===== src/rtl/five_bit_down_counter_pkg.sv =====
// Shared constants for the five-bit down counter.
//   COUNT_W    : counter width in bits
//   COUNT_MAX  : value reached when decrementing past zero in wrap mode
//   COUNT_ZERO : reset / terminal value
package five_bit_down_counter_pkg;

  localparam int               COUNT_W    = 5;
  localparam logic [COUNT_W-1:0] COUNT_MAX  = 5'd31;
  localparam logic [COUNT_W-1:0] COUNT_ZERO = 5'd0;

endpackage


===== src/rtl/five_bit_down_counter_bit.sv =====
// One counter bit: a single flop behind a prioritised select mux.
// Ports:
//   clk : rising-edge clock
//   clr : synchronous clear (same effect as rst; tied low by the counter)
//   rst : synchronous active-high reset, forces q to 0
//   ld  : load d into q
//   d   : load data
//   en  : borrow-enable, toggles q
//   q   : registered bit
// Priority: rst/clr, then ld, then en, otherwise hold.
module down_counter_bit (
  input  logic clk,
  input  logic clr,
  input  logic rst,
  input  logic ld,
  input  logic d,
  input  logic en,
  output logic q
);

  always_ff @(posedge clk) begin
    if (rst || clr) begin
      q <= 1'b0;
    end else if (ld) begin
      q <= d;
    end else if (en) begin
      q <= ~q;
    end
  end

endmodule


===== src/rtl/five_bit_down_counter_cells.sv =====
// Small AND gate cells used to build the borrow chain and the done decode.
//   And      : y = a & b
//   ThreeAnd : y = a & b & c
//   FourAnd  : y = a & b & c & d
module And (
  input  logic a,
  input  logic b,
  output logic y
);
  assign y = a & b;
endmodule

module ThreeAnd (
  input  logic a,
  input  logic b,
  input  logic c,
  output logic y
);
  assign y = a & b & c;
endmodule

module FourAnd (
  input  logic a,
  input  logic b,
  input  logic c,
  input  logic d,
  output logic y
);
  assign y = a & b & c & d;
endmodule


===== src/rtl/five_bit_down_counter.sv =====
// Five-bit loadable down counter built from per-bit mux-flops and a gate-level
// borrow chain, with zero / terminal-count flags and a registered done pulse.
// Parameters:
//   WRAP : 1 = decrementing from 0 wraps to 31; 0 = count holds at 0
// Ports:
//   clk          : rising-edge clock
//   reset        : synchronous active-high reset (count -> 0, done -> 0)
//   load         : load load_value on the next edge (beats count_enable)
//   load_value   : preset value
//   count_enable : decrement on the next edge
//   count        : registered counter value
//   zero         : combinational, count == 0
//   tc           : combinational, count_enable & zero (for cascading)
//   done         : registered one-cycle pulse when a decrement reaches 0
module five_bit_down_counter
  import five_bit_down_counter_pkg::*;
#(
  parameter bit WRAP = 1'b1
) (
  input  logic               clk,
  input  logic               reset,
  input  logic               load,
  input  logic [COUNT_W-1:0] load_value,
  input  logic               count_enable,
  output logic [COUNT_W-1:0] count,
  output logic               zero,
  output logic               tc,
  output logic               done
);

  logic [COUNT_W-1:0] count_n;   // inverted bits feed the borrow chain
  logic [COUNT_W-1:0] toggle;    // per-bit borrow-enable
  logic               en_eff;    // count_enable after optional zero gating
  logic               low3_zero; // en_eff & bits [1:0] zero, first stage for bit 4
  logic               ce_no_load;
  logic               upper_zero;
  logic               detect;

  assign count_n = ~count;
  assign zero    = (count == COUNT_ZERO);
  assign tc      = count_enable & zero;

  // In hold mode the decrement is suppressed at zero, so the chain never
  // produces the 0 -> 31 borrow.
  generate
    if (WRAP) begin : g_wrap
      assign en_eff = count_enable;
    end else begin : g_hold
      And u_gate (.a(count_enable), .b(~zero), .y(en_eff));
    end
  endgenerate

  // Borrow chain: bit i toggles when decrementing and all lower bits are 0.
  assign toggle[0] = en_eff;
  And      u_t1  (.a(en_eff), .b(count_n[0]), .y(toggle[1]));
  ThreeAnd u_t2  (.a(en_eff), .b(count_n[0]), .c(count_n[1]), .y(toggle[2]));
  FourAnd  u_t3  (.a(en_eff), .b(count_n[0]), .c(count_n[1]), .d(count_n[2]),
                  .y(toggle[3]));
  ThreeAnd u_t4a (.a(en_eff), .b(count_n[0]), .c(count_n[1]), .y(low3_zero));
  ThreeAnd u_t4b (.a(low3_zero), .b(count_n[2]), .c(count_n[3]), .y(toggle[4]));

  generate
    for (genvar i = 0; i < COUNT_W; i++) begin : g_bit
      down_counter_bit u_bit (
        .clk (clk),
        .clr (1'b0),
        .rst (reset),
        .ld  (load),
        .d   (load_value[i]),
        .en  (toggle[i]),
        .q   (count[i])
      );
    end
  endgenerate

  // done fires only for a real decrement from 1; loads and wraps never
  // match this decode because they need count==1 with load low.
  And      u_nl  (.a(count_enable), .b(~load), .y(ce_no_load));
  FourAnd  u_one (.a(count_n[4]), .b(count_n[3]), .c(count_n[2]), .d(count_n[1]),
                  .y(upper_zero));
  ThreeAnd u_det (.a(upper_zero), .b(count[0]), .c(ce_no_load), .y(detect));

  // Always-load flop: reset clears it, otherwise it captures detect each edge.
  down_counter_bit u_done (
    .clk (clk),
    .clr (1'b0),
    .rst (reset),
    .ld  (1'b1),
    .d   (detect),
    .en  (1'b0),
    .q   (done)
  );

endmodule


===== config.mk =====
export PLATFORM = sky130hd
export DESIGN_NAME = five_bit_down_counter
export DESIGN_NICKNAME = d
export VERILOG_FILES = /design/src/rtl/five_bit_down_counter_pkg.sv /design/src/rtl/five_bit_down_counter_bit.sv /design/src/rtl/five_bit_down_counter_cells.sv /design/src/rtl/five_bit_down_counter.sv
export SDC_FILE = /design/constraint.sdc
export NUM_CORES = 1
export LEC_CHECK = 0
export BUFFER_PORTS_ARGS = -buffer_cell sky130_fd_sc_hd__buf_2
export CAP_MARGIN = 10
export CELL_PAD_IN_SITES_DETAIL_PLACEMENT = 0
export CELL_PAD_IN_SITES_GLOBAL_PLACEMENT = 2
export CORE_UTILIZATION = 22
export DETAILED_ROUTE_END_ITERATION = 7
export PLACE_DENSITY_LB_ADDON = 0.1
export SYNTH_ARGS = -nofsm -noshare
export SYNTH_HDL_FRONTEND = slang
export SYNTH_SLANG_ARGS = --single-unit
export TNS_END_PERCENT = 50

===== constraint.sdc =====
create_clock -name clk -period 1.5 [get_ports clk]
set_input_delay 0.3 -clock clk [delete_from_list [all_inputs] [get_ports clk]]
set_output_delay 0.3 -clock clk [all_outputs]
set_load 0.01 [all_outputs]

Word-level counts from Yosys, hierarchy flattened. Index checks and enable logic that the tools add are counted.

Bits in registers: 6. Bits in latches: 0. Bits in writable memories: 0. Bits in read-only memories: 0. Output and inout port bits: 8. Memories kept: 0.

Add/sub/neg operators: 0. Multipliers: 0. Divide/modulo/power cells: 0. Magnitude comparators: 0. Equal/unequal tests: 0. Shifts and indexed selects: 0. Mux-type cells: 10. Bitwise operators: 18. Reduce and logical (&&, ||, !) cells: 6.

Operator list (number): 1-bit bitwise AND (11); 1-bit two-way mux (10); 2-bit nonzero test (5); 1-bit inverter (6); 5-bit logical NOT (1); 5-bit inverter (1).

Longest topological paths before layout. Gate-level depths: netlist of run 1.

Depth in word-level cells: 7. Depth in mapped cells: 3. Mapped depth without buffers: 3.

Cells and area by module. From an unflattened synthesis of run 1, not the netlist that was laid out.

Cell total of the unflattened synthesis: 49. Area, all modules: 435.4 sq um.

By module, submodules not included: down_counter_bit (instances 6, cells an instance 5, area each 53.8 sq um, sequential area each 20.0 sq um); five_bit_down_counter (instances 1, cells an instance 11, area each 57.6 sq um, sequential area each 0.0 sq um); ThreeAnd (instances 4, cells an instance 1, area each 6.3 sq um, sequential area each 0.0 sq um); FourAnd (instances 2, cells an instance 1, area each 8.8 sq um, sequential area each 0.0 sq um); And (instances 2, cells an instance 1, area each 6.3 sq um, sequential area each 0.0 sq um).

Worst setup path before layout of run 1. OpenSTA, ideal clock, no wires.

Path type: register to output. Start: reg g_bit[3].u_bit.q. End: out zero. Arrival: 1061 ps. Data required time: 1200 ps. Slack: 139 ps. Cell stages (with the launch flop): 3. Buffers on the path: 0. Cell sequence: dfxtp_1 > or4_4 > nor2_1.

Word-level cells in the longest chain between the ends: 1.

RTL lines: start, declared (line five_bit_down_counter_bit.sv:18) `output logic q`; start signal, assigned (line five_bit_down_counter_bit.sv:27) `q <= ~q;`; 5-bit logical NOT (line five_bit_down_counter.sv:40) `assign zero = (count == COUNT_ZERO);`; end, declared (line five_bit_down_counter.sv:26) `output logic zero,`.

Every way passes these cells.

Worst setup path in the final report of run 1.
Start: reg g_bit[1].u_bit.q. End: out tc.

Word-level cells in the longest chain between the ends: 2.

RTL lines: start, declared (line five_bit_down_counter_bit.sv:18); start signal, assigned (line five_bit_down_counter_bit.sv:27); 5-bit logical NOT (line five_bit_down_counter.sv:40); 1-bit bitwise AND (line five_bit_down_counter.sv:41) `assign tc = count_enable & zero;`; end, declared (line five_bit_down_counter.sv:27) `output logic tc,`.

Every way passes these cells.

==> results of run 1 <==
[per-stage QoR]
| step | power [mW] | std cells | setup WS, ps | hold WS [ps] |
|---|---|---|---|---|
| floorplan | 0.2637 | 38 | 139.2 | 369.1 |
| global placement | 0.2994 | 67 | 103.6 | 526.7 |
| detailed placement | 0.2989 | 67 | 82.22 | 530.2 |
| CTS | 0.4706 | 72 | -176.2 | 256.1 |
| global route | 0.5003 | 72 | -206.6 | 274.4 |
| finish | 0.4698 | 72 | -174.5 | 259.5 |
[per-layer routing]
metal,wire (µm),global-route usage
met1,366,0.1266
met2,332,0.1531
met3,86,0.06522
met4,24,0.07742
met5,0,0
[cell families after synthesis]
kind of cell / share of synthesized area
DFF: 0.3517
xor gates and xnor gates: 0.07694
and+or+nand+nor: 0.2821
buffers and inverters: 0.1429
AOI/OAI and AO/OA: 0.1465
[worst register-to-register path, delay by kind of cell, from the launching register on]
family	cells	cell delay (ps)
DFF	1	410
buffers and inverters	1	120
AOI/OAI and AO/OA	1	320
and+or+nand+nor	2	390
[cells in the mapped netlist (all sizes together)]
cell	n	share of area
a211oi	3	0.066
a21boi	1	0.022
a21oi	1	0.015
and2b	1	0.022
buf	5	0.11
dfxtp	6	0.35
inv	3	0.033
nand2	1	0.011
nand2b	1	0.018
nand4	1	0.018
nor2	5	0.055
nor2b	2	0.059
nor3b	1	0.022
nor4b	1	0.044
o21ai	1	0.015
o311a	1	0.029
or4	1	0.033
xnor2	3	0.077
[worst min path at each step]
stage,start,to,slack (ps)
after floorplan,reset,g_bit[0].u_bit.q,370
after CTS,reset,g_bit[1].u_bit.q,260
after global routing,reset,g_bit[0].u_bit.q,270
after detailed placement,reset,g_bit[0].u_bit.q,530
after global placement,reset,g_bit[0].u_bit.q,530
final,reset,g_bit[0].u_bit.q,260
[power by group]
group | leakage (nW) | switching (mW) | internal [mW] | total [mW]
logic | 0.170 | 0.0587 | 0.0703 | 0.129
registers | 0.0505 | 0.0110 | 0.173 | 0.184
clock network | 0.0138 | 0.0655 | 0.0910 | 0.156
[area by class of cell]
| type | count | area, µm² | area share |
|---|---|---|---|
| Tap cell | 15 | 18.77 | 0.03876 |
| Timing Repair Buffer | 21 | 123.9 | 0.2558 |
| Clock buffer | 3 | 22.52 | 0.04651 |
| Sequential cell | 6 | 123.9 | 0.2558 |
| Inverter | 3 | 11.26 | 0.02326 |
| Multi-Input combinational cell | 24 | 183.9 | 0.3798 |
[state kept, by name, indices dropped and copies added, names as in the netlist]
signal	cells
u_done.q	1
g_bit.u_bit.q	5
[what timing repair did]
item / CTS / global route
hold endpoints to repair: 0 / 0
setup endpoints to repair: 2 / 3
resized for setup: 2 / 4
buffers inserted: 2 / 0
cloned: 0 / 0
pin swaps: 1 / 0
==> results.cfg, run 1 <==
[floorplanning]
dieHeight_um = 41.41
design.portCount = 17
die_area_um2 = 1714
design.core.area_um2 = 1366
dieWidth_um = 41.41
placementRows = 13
starting_density_of_the_core = 0.2500

[cells_and_area]
most-common-layout-cells = sky130_fd_sc_hd__buf_2, sky130_fd_sc_hd__buf_4, sky130_fd_sc_hd__nor2_1
final_core_utilization = 0.3544
num-nets-final = 68
fin_area_um2 = 484.2
layout-area-overhead-vs-synth_pct = 41.76
final_layout_size_suffix_gt1_frac = 0.5439
fillers = 159
insertedDiodeCount = 0
mostFrequentLayoutCell = sky130_fd_sc_hd__buf_2

[sta]
hold_violations = 0
finalWorstPathRequiredPeriod_ps = 1674
final-max-slew-violation-count = 0
final.setup_skew_ps = 4.423
worst_pin_slew_ps = 233.4
setup_viol = 2
finalCritPeriodShare = 1.116
tns_ps = -318.6
worst_slew_margin = 0.8437
finalWorstSetupSlack_ps = -174.5
max_freq_ghz = 0.5972
rsz_0062_raised_after_global_routing = yes

[global_route]
vias_in_the_first_global_route = 330
grt_start_max_net_pins = 9
track_usage = 0.1113
antenna_found_initial = 0
grt_pass1_wl_mm = 1.414
global_route.overflow_total = 0

[flow_run]
drv.max_cap_violation_count = 0

[setup_path]
critPathArrivalTime_ps = 1370
critical_path.reg2reg.startpoint = g_bit[0].u_bit.q
ff2ff_setup_slack_ps = 140
worst_ep_required_time_ps = 1200
worstReg2RegEnd = g_bit[4].u_bit.q
worst_r2r_path_depth = 4
critical_path.startpoint_type = flop
source_of_the_critical_timing_path = g_bit[1].u_bit.q
worstSetupPathType = reg2out
timing.critical_path.max_delay_family = simple AND/OR/NAND/NOR gates
path_cells = or4_4, nor2b_4, buf_6
largest_fanout_on_the_critical_path = 3
cp_slowest_stage_delay_ps = 570
worst-path-stages = 3
slowest_stage = sky130_fd_sc_hd__or4_4
timing.critical_path.to_type = output pin
worst-path-buf-inv = 1
capture_point_of_the_critical_path = tc

[synthesis]
ys_seq_elements = 6
postSynthCellCount = 38
post_synth.cell_area_avg_um2 = 8.989
synth_warnings = 0
synthDistinctLibCells = 19
netlist_area_um2 = 341.6
synth-seq-area-share = 0.3516
syn_nets = 47

[drt]
drt-pass1-iter-count = 3
num_vias = 318
via_per_inst = 4.417
totalWireLength_um = 810
route.detailed.wl_per_inst_um = 11.25
antenna_violating_nets_post_route = 0
drc = 0
detailedRoute.firstIterationViolations = 9

[power]
p_per_area_nw_per_um2 = 970.2
vdd_ir_drop_max_v = 0.0003963
leakagePower_nw = 0.2340

[clock_tree]
clkSlewWorstSetupHoldPaths_ps = 40
cts_tree = yes
clock_sinks = 6
clock_latency_ps = 250
hold_buffers = 0
cts-root-to-sink-buffers = 2
h-tree-depth = 1
root_buffer_cell = sky130_fd_sc_hd__clkbuf_4
tritoncts_buffers = 3

[hold_path]
min_path_cells = 2
timing.hold.worst.class = in2reg

[place]
io_buffer_count = 16
gp_routability_congestion = 0.6870
dpl.hpwl_um = 631.1
postPlaceCellArea_um2 = 425.4

[run_status]
run_status = complete, but fails checks
failed_checks = setup timing
(Power assumes the default switching activity.)
==> run 2: changes to the inputs <==
--- a/config.mk
+++ b/config.mk
@@ -13,2 +13,3 @@
 export DETAILED_ROUTE_END_ITERATION = 7
+export HOLD_SLACK_MARGIN = 0.15
 export PLACE_DENSITY_LB_ADDON = 0.1
==> constraint.sdc (replaced) <==
create_clock -name clk -period 1.5 [get_ports clk]
set_input_delay 0.15 -clock clk [delete_from_list [all_inputs] [get_ports clk]]
set_output_delay 0.15 -clock clk [all_outputs]
set_load 0.01 [all_outputs]
==> results.cfg, run 2 (same netlist as run 1, synthesis figures left out) <==
[drt]
num_vias = 328
totalWireLength_um = 846
route.detailed.wl_per_inst_um = 11.43
drc = 0
antenna_violating_nets_post_route = 0
via_per_inst = 4.432
detailedRoute.firstIterationViolations = 4
drt-pass1-iter-count = 4

[floorplanning]
dieWidth_um = 41.41
starting_density_of_the_core = 0.2500
design.core.area_um2 = 1366
die_area_um2 = 1714
dieHeight_um = 41.41
design.portCount = 17
placementRows = 13

[hold_path]
timing.hold.worst.class = in2reg
min_delay_worst_endpoint = g_bit[0].u_bit.q
min_path_cells = 3
min-delay-start = load

[clock_tree]
cts_tree = yes
root_buffer_cell = sky130_fd_sc_hd__clkbuf_4
clkSlewWorstSetupHoldPaths_ps = 50
h-tree-depth = 1
clock_latency_ps = 250
tritoncts_buffers = 3
cts-root-to-sink-buffers = 2
clock_sinks = 6

[setup_path]
critPathArrivalTime_ps = 1380
timing.critical_path.to_type = output pin
worst-path-buf-inv = 1
cp_slowest_stage_delay_ps = 550
ff2ff_setup_slack_ps = 80
worstSetupPathType = reg2out
worst_r2r_path_depth = 4
critical_path.reg2reg.startpoint = g_bit[0].u_bit.q
path_cells = or4_4, nor2b_4, buf_6
timing.critical_path.max_delay_family = simple AND/OR/NAND/NOR gates
worst-path-stages = 3
worstReg2RegEnd = g_bit[4].u_bit.q
slowest_stage = sky130_fd_sc_hd__or4_4
worst_ep_required_time_ps = 1350
critical_path.startpoint_type = flop
largest_fanout_on_the_critical_path = 3

[power]
vdd_ir_drop_max_v = 0.0003024
leakagePower_nw = 0.2376
p_per_area_nw_per_um2 = 940.9

[flow_run]
drv.max_cap_violation_count = 0

[run_status]
run_status = complete, but fails checks
failed_checks = setup timing

[sta]
max_freq_ghz = 0.6528
hold_violations = 0
finalCritPeriodShare = 1.021
rsz_0062_raised_after_global_routing = yes
worst_slew_margin = 0.8099
tns_ps = -43.07
finalWorstPathRequiredPeriod_ps = 1532
final.setup_skew_ps = 1.911
worst_pin_slew_ps = 284.4
setup_viol = 2
final-max-slew-violation-count = 0
finalWorstSetupSlack_ps = -31.87

[place]
placed_cells = 64
gp_routability_congestion = 0.6865
postPlaceCellArea_um2 = 402.9
dpl.hpwl_um = 609.3
io_buffer_count = 16

[cells_and_area]
final_cell_count_no_fill = 74
max_flop_register = g_bit.u_bit.q
largest_registers = g_bit.u_bit.q (5), u_done.q (1)
final_layout_size_suffix_gt1_frac = 0.5254
most-common-layout-cells = sky130_fd_sc_hd__buf_2, sky130_fd_sc_hd__buf_4, sky130_fd_sc_hd__nor2_1
fin_area_um2 = 498.0
insertedDiodeCount = 0
max_reg_flops = 5
num-nets-final = 70
fillers = 164
mostFrequentLayoutCell = sky130_fd_sc_hd__buf_2
layout-area-overhead-vs-synth_pct = 45.79

[global_route]
antenna_found_initial = 0
global_route.overflow_total = 0
grt_pass1_wl_mm = 1.483
track_usage = 0.1194
grt_start_max_net_pins = 9
vias_in_the_first_global_route = 355
-- run 2: cell count changes in the layout (fill, tap and decap cells not counted), sizes merged --
cell         change
dlygate4sd3      +2
-- run 2: per-stage QoR --
step	util	worst slack, ps	total power [mW]	hold slack, ps
final	0.3645	-31.87	0.4685	167.7
after global routing	0.3645	-77.78	0.5047	181.6
after CTS	0.3434	-19.75	0.4653	167.1
after detailed placement	0.2949	204.0	0.2886	389.4
after global placement	0.2949	217.0	0.2886	381.0
after floorplan	-	258.8	0.2637	219.1
-- run 2: layout make-up --
cell class	instances	area (µm²)	share of cell area
inverter	3	11.26	0.02261
tap	15	18.77	0.03769
multi-input combinational	24	175.2	0.3518
sequential	6	126.4	0.2538
clock buffer	3	22.52	0.04523
timing repair buffer	23	143.9	0.2889
-- run 2: how the worst max path moves through the flow --
stage                     start               end
2_1_floorplan  g_bit[3].u_bit.q  g_bit[4].u_bit.q
4_1_cts        g_bit[4].u_bit.q                tc
3_3_place_gp   g_bit[3].u_bit.q                tc
5_1_grt        g_bit[2].u_bit.q              zero
6_report       g_bit[2].u_bit.q                tc
3_5_place_dp   g_bit[3].u_bit.q                tc
-- run 2: repair_timing --
item	in CTS	in global routing
hold buffers	2	0
endpoints found under the hold margin	4	0
setup buffers	2	3
pin swaps	1	1
setup endpoints to repair	2	2
resized for setup	3	3
-- run 2: tightest hold or removal path, stage by stage --
cell and delay (ps):
sky130_fd_sc_hd__buf_2 120, sky130_fd_sc_hd__nand2_1 50, sky130_fd_sc_hd__a21oi_1 50
-- run 2: metal layers --
layer / track usage / vias up / part of all wire
met3: 0.05652 / 5 / 0.13
met4: 0.1355 / 0 / 0.056
met1: 0.1161 / 135 / 0.39
met5: 0 / - / 0
li1: - / 169 / -
met2: 0.1719 / 19 / 0.42
-- run 2: power breakdown --
| part | leakage [nW] | switching, mW | internal (mW) |
|---|---|---|---|
| Clock | 0.0138 | 0.0661 | 0.0910 |
| Sequential | 0.0508 | 0.0124 | 0.173 |
| Combinational | 0.173 | 0.0552 | 0.0709 |
| Total | 0.238 | 0.134 | 0.335 |
==> run 3: changes to the inputs <==
--- a/config.mk
+++ b/config.mk
@@ -8,3 +8,2 @@
 export BUFFER_PORTS_ARGS = -buffer_cell sky130_fd_sc_hd__buf_2
-export CAP_MARGIN = 10
 export CELL_PAD_IN_SITES_DETAIL_PLACEMENT = 0
==> constraint.sdc (replaced) <==
create_clock -name clk -period 1.5 [get_ports clk]
set_input_delay 0.075 -clock clk [delete_from_list [all_inputs] [get_ports clk]]
set_output_delay 0.075 -clock clk [all_outputs]
set_load 0.01 [all_outputs]
==> results.cfg, run 3 (same netlist as run 1, synthesis figures left out) <==
[sta]
worst_slew_margin = 0.7838
max_freq_ghz = 0.6778
finalCritPeriodShare = 0.9836
finalWorstPathRequiredPeriod_ps = 1475
final-max-slew-violation-count = 0
rsz_0062_raised_after_global_routing = yes
tns_ps = 0
final.setup_skew_ps = 5.826
hold_violations = 0
setup_viol = 0
finalWorstSetupSlack_ps = 24.60
worst_pin_slew_ps = 323.4

[setup_path]
critical_path.reg2reg.startpoint = g_bit[0].u_bit.q
worst_ep_required_time_ps = 1420
worstSetupPathType = reg2out
timing.critical_path.to_type = output pin
critPathArrivalTime_ps = 1400
largest_fanout_on_the_critical_path = 4
critical_path.startpoint_type = flop
source_of_the_critical_timing_path = g_bit[3].u_bit.q

[cells_and_area]
most-common-layout-cells = sky130_fd_sc_hd__buf_2, sky130_fd_sc_hd__dlygate4sd3_1, sky130_fd_sc_hd__nor2_1, sky130_fd_sc_hd__dfxtp_1
max_flop_register = g_bit.u_bit.q
insertedDiodeCount = 0
largest_registers = g_bit.u_bit.q (5), u_done.q (1)
mostFrequentLayoutCell = sky130_fd_sc_hd__buf_2
max_reg_flops = 5
final_layout_size_suffix_gt1_frac = 0.3898
num-nets-final = 70
layout-area-overhead-vs-synth_pct = 47.25

[drt]
via_per_inst = 4.365
drt-pass1-iter-count = 2
num_vias = 323
antenna_violating_nets_post_route = 0
route.detailed.wl_per_inst_um = 10.82
totalWireLength_um = 801
drc = 0
detailedRoute.firstIterationViolations = 2

[flow_run]
drv.max_cap_violation_count = 0

[global_route]
global_route.overflow_total = 0
antenna_found_initial = 0
track_usage = 0.1077
grt_start_max_net_pins = 9
grt_pass1_wl_mm = 1.352
vias_in_the_first_global_route = 313

[clock_tree]
cts_tree = yes
clkSlewWorstSetupHoldPaths_ps = 50
root_buffer_cell = sky130_fd_sc_hd__clkbuf_4
clock_latency_ps = 250
clock_sinks = 6
cts-root-to-sink-buffers = 2
tritoncts_buffers = 3
h-tree-depth = 1

[hold_path]
min-delay-start = load_value[4]
timing.hold.worst.class = in2reg

[power]
p_per_area_nw_per_um2 = 909.7
vdd_ir_drop_max_v = 0.0003272
leakagePower_nw = 0.2320

[floorplanning]
dieWidth_um = 41.41
die_area_um2 = 1714
design.core.area_um2 = 1366
dieHeight_um = 41.41
starting_density_of_the_core = 0.2500
design.portCount = 17
placementRows = 13

[place]
place_worst_setup_slack_ps = 223.0
io_buffer_count = 16
dpl.hpwl_um = 591.8
gp_routability_congestion = 0.6860

[run_status]
run_status = finished clean
-- run 3: cell types whose count changed in the layout (fill, tap and decap cells not counted), sizes merged --
| cell | change |
|---|---|
| buf | -5 |
| dlygate4sd3 | +5 |
-- run 3: routing by layer --
layer  track usage  wire [µm]  part of all wire
met1        0.1214        367              0.46
met2        0.1469        351              0.44
met3       0.09130         81              0.10
met4       0.03871          0                 0
met5             0          0                 0
-- run 3: power by group --
group / switching (mW) / internal [mW]
combinational: 0.0504 / 0.0651
clock: 0.0639 / 0.0909
sequential: 0.0147 / 0.173
-- run 3: worst max-delay path: stages, from the launching register on --
cell and delay [ps]:
sky130_fd_sc_hd__dfxtp_2 330, sky130_fd_sc_hd__or4_4 570, sky130_fd_sc_hd__nor2b_4 150, sky130_fd_sc_hd__buf_6 110
-- run 3: path summary, 6_finish.rpt --
kind	slack, ps	depth (start not counted)	endpoint
worst max-delay path	20	3	tc
worst min-delay path	150	3	g_bit[4].u_bit.q
worst max register to register	200	3	g_bit[4].u_bit.q
worst min register to register	530	2	u_done.q
-- run 3: repair_timing --
action                                 4_1_cts  5_1_grt
setup endpoints to repair                    1        1
hold buffers                                 7        0
buffers inserted                             0        0
endpoints found under the hold margin        6        0
resized for setup                            0        2
pin swaps                                    1        1
-- run 3: final cells by class --
cell class                 instances  area [µm²]
timing repair buffer              23       156.4
tap                               15       18.77
inverter                           3       11.26
clock buffer                       3       22.52
multi-input combinational         24       172.7
sequential                         6       121.4
fill                             163       863.3
-- run 3: stage by stage --
step / hold WS (ps) / power [mW] / utilization / cells / cell area (µm²)
finish: 152.2 / 0.4576 / 0.3681 / 74 / 503.0
floorplan: 144.1 / 0.2637 / - / 38 / 341.6
detailed placement: 305.4 / 0.2891 / 0.2949 / 64 / 402.9
CTS: 153.5 / 0.4602 / 0.3626 / 74 / 495.5
global route: 174.3 / 0.4875 / 0.3681 / 74 / 503.0
global placement: 304.0 / 0.2899 / 0.2949 / 64 / 402.9
